**src/rtl/vend_coin_payer.sv**
```systemverilog
// vend_coin_payer: customer-side coin initiator for a price-PRICE Mealy vending FSM.
// Latency: first coin appears the cycle after an accepted start; one coin per DRIVE
// cycle, GAP_CYCLES idle cycles between coins; done pulses one cycle after the last DRIVE.
// Backpressure: none; start is ignored while busy or in the done cycle.
//
// Ports:
//   clk, rst                 clock (rising edge), synchronous active-high reset
//   start, n5, n10, mode     load purse (Rs.5 / Rs.10 counts) and coin order, begin paying
//   dispense, chg5           Mealy outputs of the vending FSM, sampled in DRIVE cycles only
//   coin                     01 = Rs.5, 10 = Rs.10, 00 = idle (registered)
//   busy, done               transaction in progress / 1-cycle completion pulse
//   err, paid, coins_used,   outcome of the last transaction, held until the next start
//   chg_rx
//
// Optional feature: define COIN_PAYER_CHG_CHECK_EN to check chg5 against the expected
// change (err=11 on mismatch, or on chg5 without dispense).
module vend_coin_payer #(
  parameter int PRICE      = 20,
  parameter int GAP_CYCLES = 1
) (
  input  logic       clk,
  input  logic       rst,
  input  logic       start,
  input  logic [3:0] n5,
  input  logic [3:0] n10,
  input  logic       mode,
  input  logic       dispense,
  input  logic       chg5,
  output logic [1:0] coin,
  output logic       busy,
  output logic       done,
  output logic [1:0] err,
  output logic [6:0] paid,
  output logic [4:0] coins_used,
  output logic       chg_rx
);

  typedef enum logic [1:0] {IDLE, DRIVE, GAP, DONE} state_t;

  localparam int             GW       = (GAP_CYCLES > 1) ? $clog2(GAP_CYCLES) : 1;
  localparam logic [GW-1:0]  GAP_LAST = GW'((GAP_CYCLES > 0) ? GAP_CYCLES - 1 : 0);
  localparam logic [7:0]     PRICE8   = 8'(PRICE);

  localparam logic [1:0] COIN_NONE = 2'b00;
  localparam logic [1:0] COIN_5    = 2'b01;
  localparam logic [1:0] COIN_10   = 2'b10;

  state_t          state, state_d;
  logic [3:0]      cnt5, cnt5_d;
  logic [3:0]      cnt10, cnt10_d;
  logic            mode_q, mode_d;
  logic [GW-1:0]   gap_cnt, gap_d;
  logic [1:0]      coin_d;
  logic [1:0]      err_d;
  logic [6:0]      paid_d;
  logic [4:0]      used_d;
  logic            chg_rx_d;

  logic [7:0]      sum;
  logic [6:0]      paid_new;
  logic            reached;
  logic            chg_fault;

  // Coin selection for the upcoming DRIVE cycle, from the purse/paid values it will see.
  function automatic logic [1:0] pick(input logic [3:0] c5, input logic [3:0] c10,
                                      input logic m, input logic [6:0] p);
    logic [1:0] r;
    r = COIN_NONE;
    if (!m) begin
      if (c10 != 4'd0 && ({1'b0, p} + 8'd10) <= PRICE8) r = COIN_10;
      else if (c5 != 4'd0)                              r = COIN_5;
      else if (c10 != 4'd0)                             r = COIN_10;
    end else begin
      if (c5 != 4'd0)       r = COIN_5;
      else if (c10 != 4'd0) r = COIN_10;
    end
    return r;
  endfunction

  // State and datapath registers.
  always_ff @(posedge clk) begin
    if (rst) begin
      state      <= IDLE;
      cnt5       <= '0;
      cnt10      <= '0;
      mode_q     <= 1'b0;
      gap_cnt    <= '0;
      coin       <= COIN_NONE;
      err        <= 2'b00;
      paid       <= '0;
      coins_used <= '0;
      chg_rx     <= 1'b0;
    end else begin
      state      <= state_d;
      cnt5       <= cnt5_d;
      cnt10      <= cnt10_d;
      mode_q     <= mode_d;
      gap_cnt    <= gap_d;
      coin       <= coin_d;
      err        <= err_d;
      paid       <= paid_d;
      coins_used <= used_d;
      chg_rx     <= chg_rx_d;
    end
  end

  // Next-state and datapath update.
  always_comb begin
    state_d   = state;
    cnt5_d    = cnt5;
    cnt10_d   = cnt10;
    mode_d    = mode_q;
    gap_d     = gap_cnt;
    err_d     = err;
    paid_d    = paid;
    used_d    = coins_used;
    chg_rx_d  = chg_rx;
    sum       = {1'b0, paid} + ((coin == COIN_10) ? 8'd10 : 8'd5);
    paid_new  = (sum > 8'd127) ? 7'd127 : sum[6:0];
    reached   = ({1'b0, paid_new} >= PRICE8);
    chg_fault = 1'b0;
`ifdef COIN_PAYER_CHG_CHECK_EN
    chg_fault = chg5 && !dispense;
`endif

    case (state)
      IDLE: begin
        if (start) begin
          cnt5_d   = n5;
          cnt10_d  = n10;
          mode_d   = mode;
          paid_d   = '0;
          used_d   = '0;
          err_d    = 2'b00;
          chg_rx_d = 1'b0;
          state_d  = DRIVE;
        end
      end
      DRIVE: begin
        if (coin == COIN_NONE) begin
          // Purse ran dry before the price was reached.
          err_d   = 2'b01;
          state_d = DONE;
        end else begin
          paid_d = paid_new;
          used_d = coins_used + 5'd1;
          if (coin == COIN_5) cnt5_d  = cnt5 - 4'd1;
          else                cnt10_d = cnt10 - 4'd1;

          if (chg_fault) begin
            err_d   = 2'b11;
            state_d = DONE;
          end else if (dispense && reached) begin
            chg_rx_d = chg5;
            err_d    = 2'b00;
`ifdef COIN_PAYER_CHG_CHECK_EN
            if (chg5 != ({1'b0, paid_new} == PRICE8 + 8'd5)) err_d = 2'b11;
`endif
            state_d  = DONE;
          end else if (dispense || reached) begin
            // Premature vend or missing vend.
            err_d   = 2'b10;
            state_d = DONE;
          end else begin
            gap_d   = '0;
            state_d = (GAP_CYCLES == 0) ? DRIVE : GAP;
          end
        end
      end
      GAP: begin
        if (gap_cnt == GAP_LAST) state_d = DRIVE;
        else                     gap_d   = gap_cnt + 1'b1;
      end
      DONE: state_d = IDLE;
      default: state_d = IDLE;
    endcase

    // Coin register is loaded on entry to DRIVE from the values DRIVE will see.
    coin_d = (state_d == DRIVE) ? pick(cnt5_d, cnt10_d, mode_d, paid_d) : COIN_NONE;
  end

  // Status outputs.
  always_comb begin
    busy = (state == DRIVE) || (state == GAP);
    done = (state == DONE);
  end

endmodule

```
**config.mk**
```make
export PLATFORM = sky130hd
export DESIGN_NAME = vend_coin_payer
export DESIGN_NICKNAME = d
export VERILOG_FILES = /design/src/rtl/vend_coin_payer.sv
export SDC_FILE = /design/constraint.sdc
export NUM_CORES = 1
export LEC_CHECK = 0
export ABC_AREA = 0
export CORE_MARGIN = 4
export CORE_UTILIZATION = 43
export DETAILED_ROUTE_END_ITERATION = 7
export GPL_TIMING_DRIVEN = 0
export PLACE_DENSITY_LB_ADDON = 0.08
export SYNTH_ARGS = -nofsm -noshare
export SYNTH_HDL_FRONTEND = slang
export SYNTH_SLANG_ARGS = --single-unit
```
**constraint.sdc**
```tcl
create_clock -name clk -period 3.48 [get_ports clk]
set_input_delay 0.696 -clock clk [delete_from_list [all_inputs] [get_ports clk]]
set_output_delay 0.696 -clock clk [all_outputs]
set_load 0.02 [all_outputs]
```
Word level (Yosys, flattened, before mapping)
Cells that the tools add are included. Widths: inputs -> output; s select.

Add/sub/neg operators: 6. Magnitude comparators: 3. Equal/unequal tests: 12. Muxes and demuxes: 42. Bitwise operators: 1. Reductions and logical operators: 15.

Operators by type and width (number): $mux 4 (7); $mux 7 (3); $mux 2 (10); $pmux 4 s2 (2); $pmux 7 s2 (1); $mux 1 (12); $mux 5 (2); $ne 2x2->1 const B (5); $pmux 5 s2 (1); $add 7x4->8 (1); $add 7x4->8 const B (1); $gt 8x7->1 const B (1); $le 8x5->1 const B (1); $pmux 2 s4 (1); $reduce_and 4->1 (2); $reduce_bool 4->1 (2); $sub 4x1->4 const B (2); $ge 7x5->1 const B (1); $eq 2x1->1 const B (3); $eq 2x2->1 const B (3); $reduce_and 3->1 (2); $add 5x1->5 const B (1); $logic_not 2->1 (2); $ne 4x4->1 const B (1); other kinds (8) (12).

Register bits: 29. Input bits: 14. Logic and storage cells: 89.

Depth between registers and ports, before layout
Word-level depth: 14. Mapped depth: 16. Gate-level depth less buffers: 15.

Worst setup path before layout
Ideal clock, no wire load.

Path type: reg2reg. Start point: register coin[1]. End point: register coin[0]. Library setup time: 0.116 ns. Arrival: 3.014 ns. Required time: 3.364 ns. Path slack: 0.350 ns. Cell stages (with the launch flop): 15. Buffers on the path: 0. Period minus slack after synthesis: 3.130 ns. Cell sequence: dfxtp_1 and2b_4 inv_6 ha_1 ha_1 or2_2 o211ai_1 nand2_1 nand2_1 nand2_1 ha_1 or3_1 a21oi_1 a22oi_1 o211a_1.

RTL lines: start, declared (RTL line 29) `output logic [1:0] coin,`; start signal, assigned (RTL line 99) `coin <= coin_d;`; $eq 2x2->1 (RTL line 118) `sum = {1'b0, paid} + ((coin == COIN_10) ? 8'd10 : 8'd5);`; $mux 4 (RTL line 118); $add 7x4->8 (RTL line 118); $gt 8x7->1 (RTL line 119) `paid_new = (sum > 8'd127) ? 7'd127 : sum[6:0];`; $mux 7 (RTL line 119); $mux 7 * (RTL line 140) `if (coin == COIN_NONE) begin`; $pmux 7 s2 * (RTL line 126) `case (state)`; via paid_d[2] (RTL line 55) `logic [6:0] paid_d;`; $add 7x4->8 * (RTL line 70) `if (c10 != 4'd0 && ({1'b0, p} + 8'd10) <= PRICE8) r = COIN_10;`; $le 8x5->1 * (RTL line 70); $logic_and 1x1->1 * (RTL line 70); $mux 2 * (RTL line 70); $mux 2 * (RTL line 69) `if (!m) begin`.

Mark *: on every way through the listed nets, which the timed path passes. The rest lies on a longest branch. A chain may end at the register's enable or synchronous reset.

Worst setup path after layout
Same ends and word-level chain as after synthesis.

==> impl_metrics.yaml <==
run_status:
  status: "finished, final reports clean"
worst_hold_path:
  worstHoldStart: "err[1]$_SDFFE_PP0P_"
  min_to: "err[1]$_SDFFE_PP0P_"
  hold_class: "flop to flop"
  hold_path_depth: 1
clock_network:
  clockRootBuffer: "clkbuf_8"
  h-tree-depth: 1
  cts_buffers: 3
  insertion_delay_ns: 0.28
  cts_tree: "yes"
  cts_buffer_depth: 2
  clk_pin_slew_ns: 0.11
  cts.sinks: 28
  holdBufCountCts: 0
worst_setup_path:
  rr_endpoint: "coin[0]$_SDFF_PP0_"
  ff2ff_setup_slack_ns: 0.20
  worstPathMaxFanout: 10
  crit_start: "coin[1]$_SDFF_PP0_"
  r2r-start: "coin[1]$_SDFF_PP0_"
  endpoint_kind: "flop"
  reg2reg_depth: 14
  worstPathRequired_ns: 3.67
  crit_type: "flop to flop"
  critPathLaunchType: "flop"
  cp.arrival_ns: 3.47
power:
  peakVddDrop_mv: 0.218
  power_density_mw_per_mm2: 487
  p_leak_nw: 1.02
  power_mw: 1.24
synth:
  synthFlopType: "dfxtp_1"
  ys_seq_area_share_pct: 27.0
  synth_edf_count: 0
  synth.avg_cell_area_um2: 7.92
  ys.warnings.count: 0
  syn-instance-count: 262
  ys_ff_latch: 28
  synth_cell_type_count: 59
  ys_async_sr_fraction_pct: 0
  netlist_area_mm2: 0.00207
  synth_fp_nets: 287
timing:
  slew_headroom_pct: 58.0
  worst_pin_slew_ns: 0.627
  fmax_ghz: 0.305
  skew_ns: 0.00589
  final-max-slew-violation-count: 0
  fin_ws_ns: 0.197
  final.period_utilization_pct: 94.3
  grt_setup_unrepaired: "false"
  finalSetupViolations: 0
  finalCriticalPeriod_ns: 3.28
  hold_viol_final: 0
  finalSetupTns_ns: 0
cells_and_area:
  n_antenna_cell: 0
  area_delta_synth_final_pct: 22.6
  nets: 325
  drive_gt1_share_pct: 9.36
  layout_common_cells: "clkdlybuf4s50_1, nand2_1, dfxtp_1"
  mostFrequentLayoutCell: "clkdlybuf4s50_1"
  nFillCells: 457
placement:
  post-place-ws_ns: 0.113
  place_congestion: 0.851
  port_buffers: 32
  hpwlAfterDp_um: 4120
route:
  antenna_left: 0
  routed_wl_um: 5470
  viasPerCell: 5.75
  vias: 2031
  first_pass_iters: 4
  drt_iter0_drc: 130
  drc: 0
  post_drt_wl_per_cell_um: 15.5
floorplanning:
  dieHeight_um: 77.5
  io_pins: 33
  die_w_um: 77.5
  die_area_mm2: 0.00600
  rows: 25
  core-area_mm2: 0.00469
  initial_utilization_pct: 44.2
grt:
  antenna_found_initial: 0
  grt_overflow: 0
  grt_max_degree: 17
  grt_usage_pct: 18.5
  first_global_vias: 1891
  grt_pass1_wl_um: 9090
flow_run:
  max-cap-violations: 0
## registers in the layout, summed over array words and instances (netlist names)
register and flops:
cnt5 4, mode_q 1, paid 7, coin 2
chg_rx 1, cnt10 4, err 2, coins_used 5
state 2
## synthesized netlist by cell type (4+ instances only)
cell type / count / share of area, %
nand2_1: 29 / 5.2
a21oi_1: 17 / 4.1
ha_1: 11 / 6.6
a22oi_1: 4 / 1.4
xor2_1: 4 / 1.7
a21o_1: 5 / 1.8
dfxtp_1: 28 / 27
o21ai_1: 5 / 1.2
o21ai_0: 9 / 2.2
nor2_1: 22 / 4.0
buf_2: 5 / 1.2
nor3_1: 9 / 2.2
nand4_1: 4 / 1.2
o211ai_1: 4 / 1.4
mux2i_1: 9 / 4.3
xnor2_1: 6 / 2.5
nand3_1: 11 / 2.7
inv_1: 12 / 2.2
a31oi_1: 5 / 1.5
o21a_1: 4 / 1.4
## repair_timing
item | CTS | global route
endpoints found under the setup margin | 0 | 2
gates resized for setup | 0 | 1
buffers inserted | 0 | 1
## how the worst max path moves through the flow
stage          cells past startpoint                 end
2_1_floorplan                     14  coin[0]$_SDFF_PP0_
3_3_place_gp                      14  coin[0]$_SDFF_PP0_
3_5_place_dp                      14  coin[0]$_SDFF_PP0_
4_1_cts                           14  coin[0]$_SDFF_PP0_
5_1_grt                           14  coin[0]$_SDFF_PP0_
6_report                          14  coin[0]$_SDFF_PP0_
## per-stage QoR
stage	utilization, %	instance area [um^2]	hold slack, ns	std cells
after floorplan	-	2070	0.461	262
after global placement	52.5	2460	0.464	348
after detailed placement	52.5	2460	0.472	348
after CTS	54.0	2530	0.502	352
after global routing	54.2	2540	0.506	353
final	54.2	2540	0.495	353
## cell type report
cell class / count / area [um^2] / share of cell area (%)
inverters: 13 / 53.8 / 2.12
plain buffers: 13 / 70.1 / 2.76
multi-input cells: 208 / 1390 / 54.7
well taps: 54 / 67.6 / 2.66
flip-flops and latches: 28 / 562 / 22.1
clock inverters: 1 / 30.0 / 1.18
repair buffers: 33 / 328 / 12.9
clock buffers: 3 / 41.3 / 1.62
## cell families after synthesis
| family | share of synthesized area, % |
|---|---|
| buffers and inverters | 5.97 |
| muxes | 5.43 |
| adders and majority gates | 6.63 |
| AOI/OAI and AO/OA | 24.6 |
| and+or+nand+nor | 26.1 |
| DFF | 27.0 |
| xor gates and xnor gates | 4.22 |
## report_power, final
group | internal [mW] | switching [mW] | total [mW]
Combinational | 0.235 | 0.339 | 0.574
Sequential | 0.357 | 0.0374 | 0.394
Clock | 0.154 | 0.115 | 0.270
## critical path, stage by stage (launching register included)
cell and delay (ns):
dfxtp_2 0.43, and2b_4 0.23, inv_6 0.07, ha_1 0.28, ha_1 0.25, or2_2 0.29
o211ai_1 0.33, nand2_1 0.08, nand2_1 0.07, nand2_1 0.08, ha_1 0.23, or3_1 0.37
a21oi_1 0.13, a22oi_1 0.13, o211a_1 0.22
## layer usage
layer,wire [um],track usage (%)
met3,187,1.97
met5,0,0
met2,2390,28.9
met4,72,5.16
met1,2830,26.9
Power figures use the tool's default switching activity.
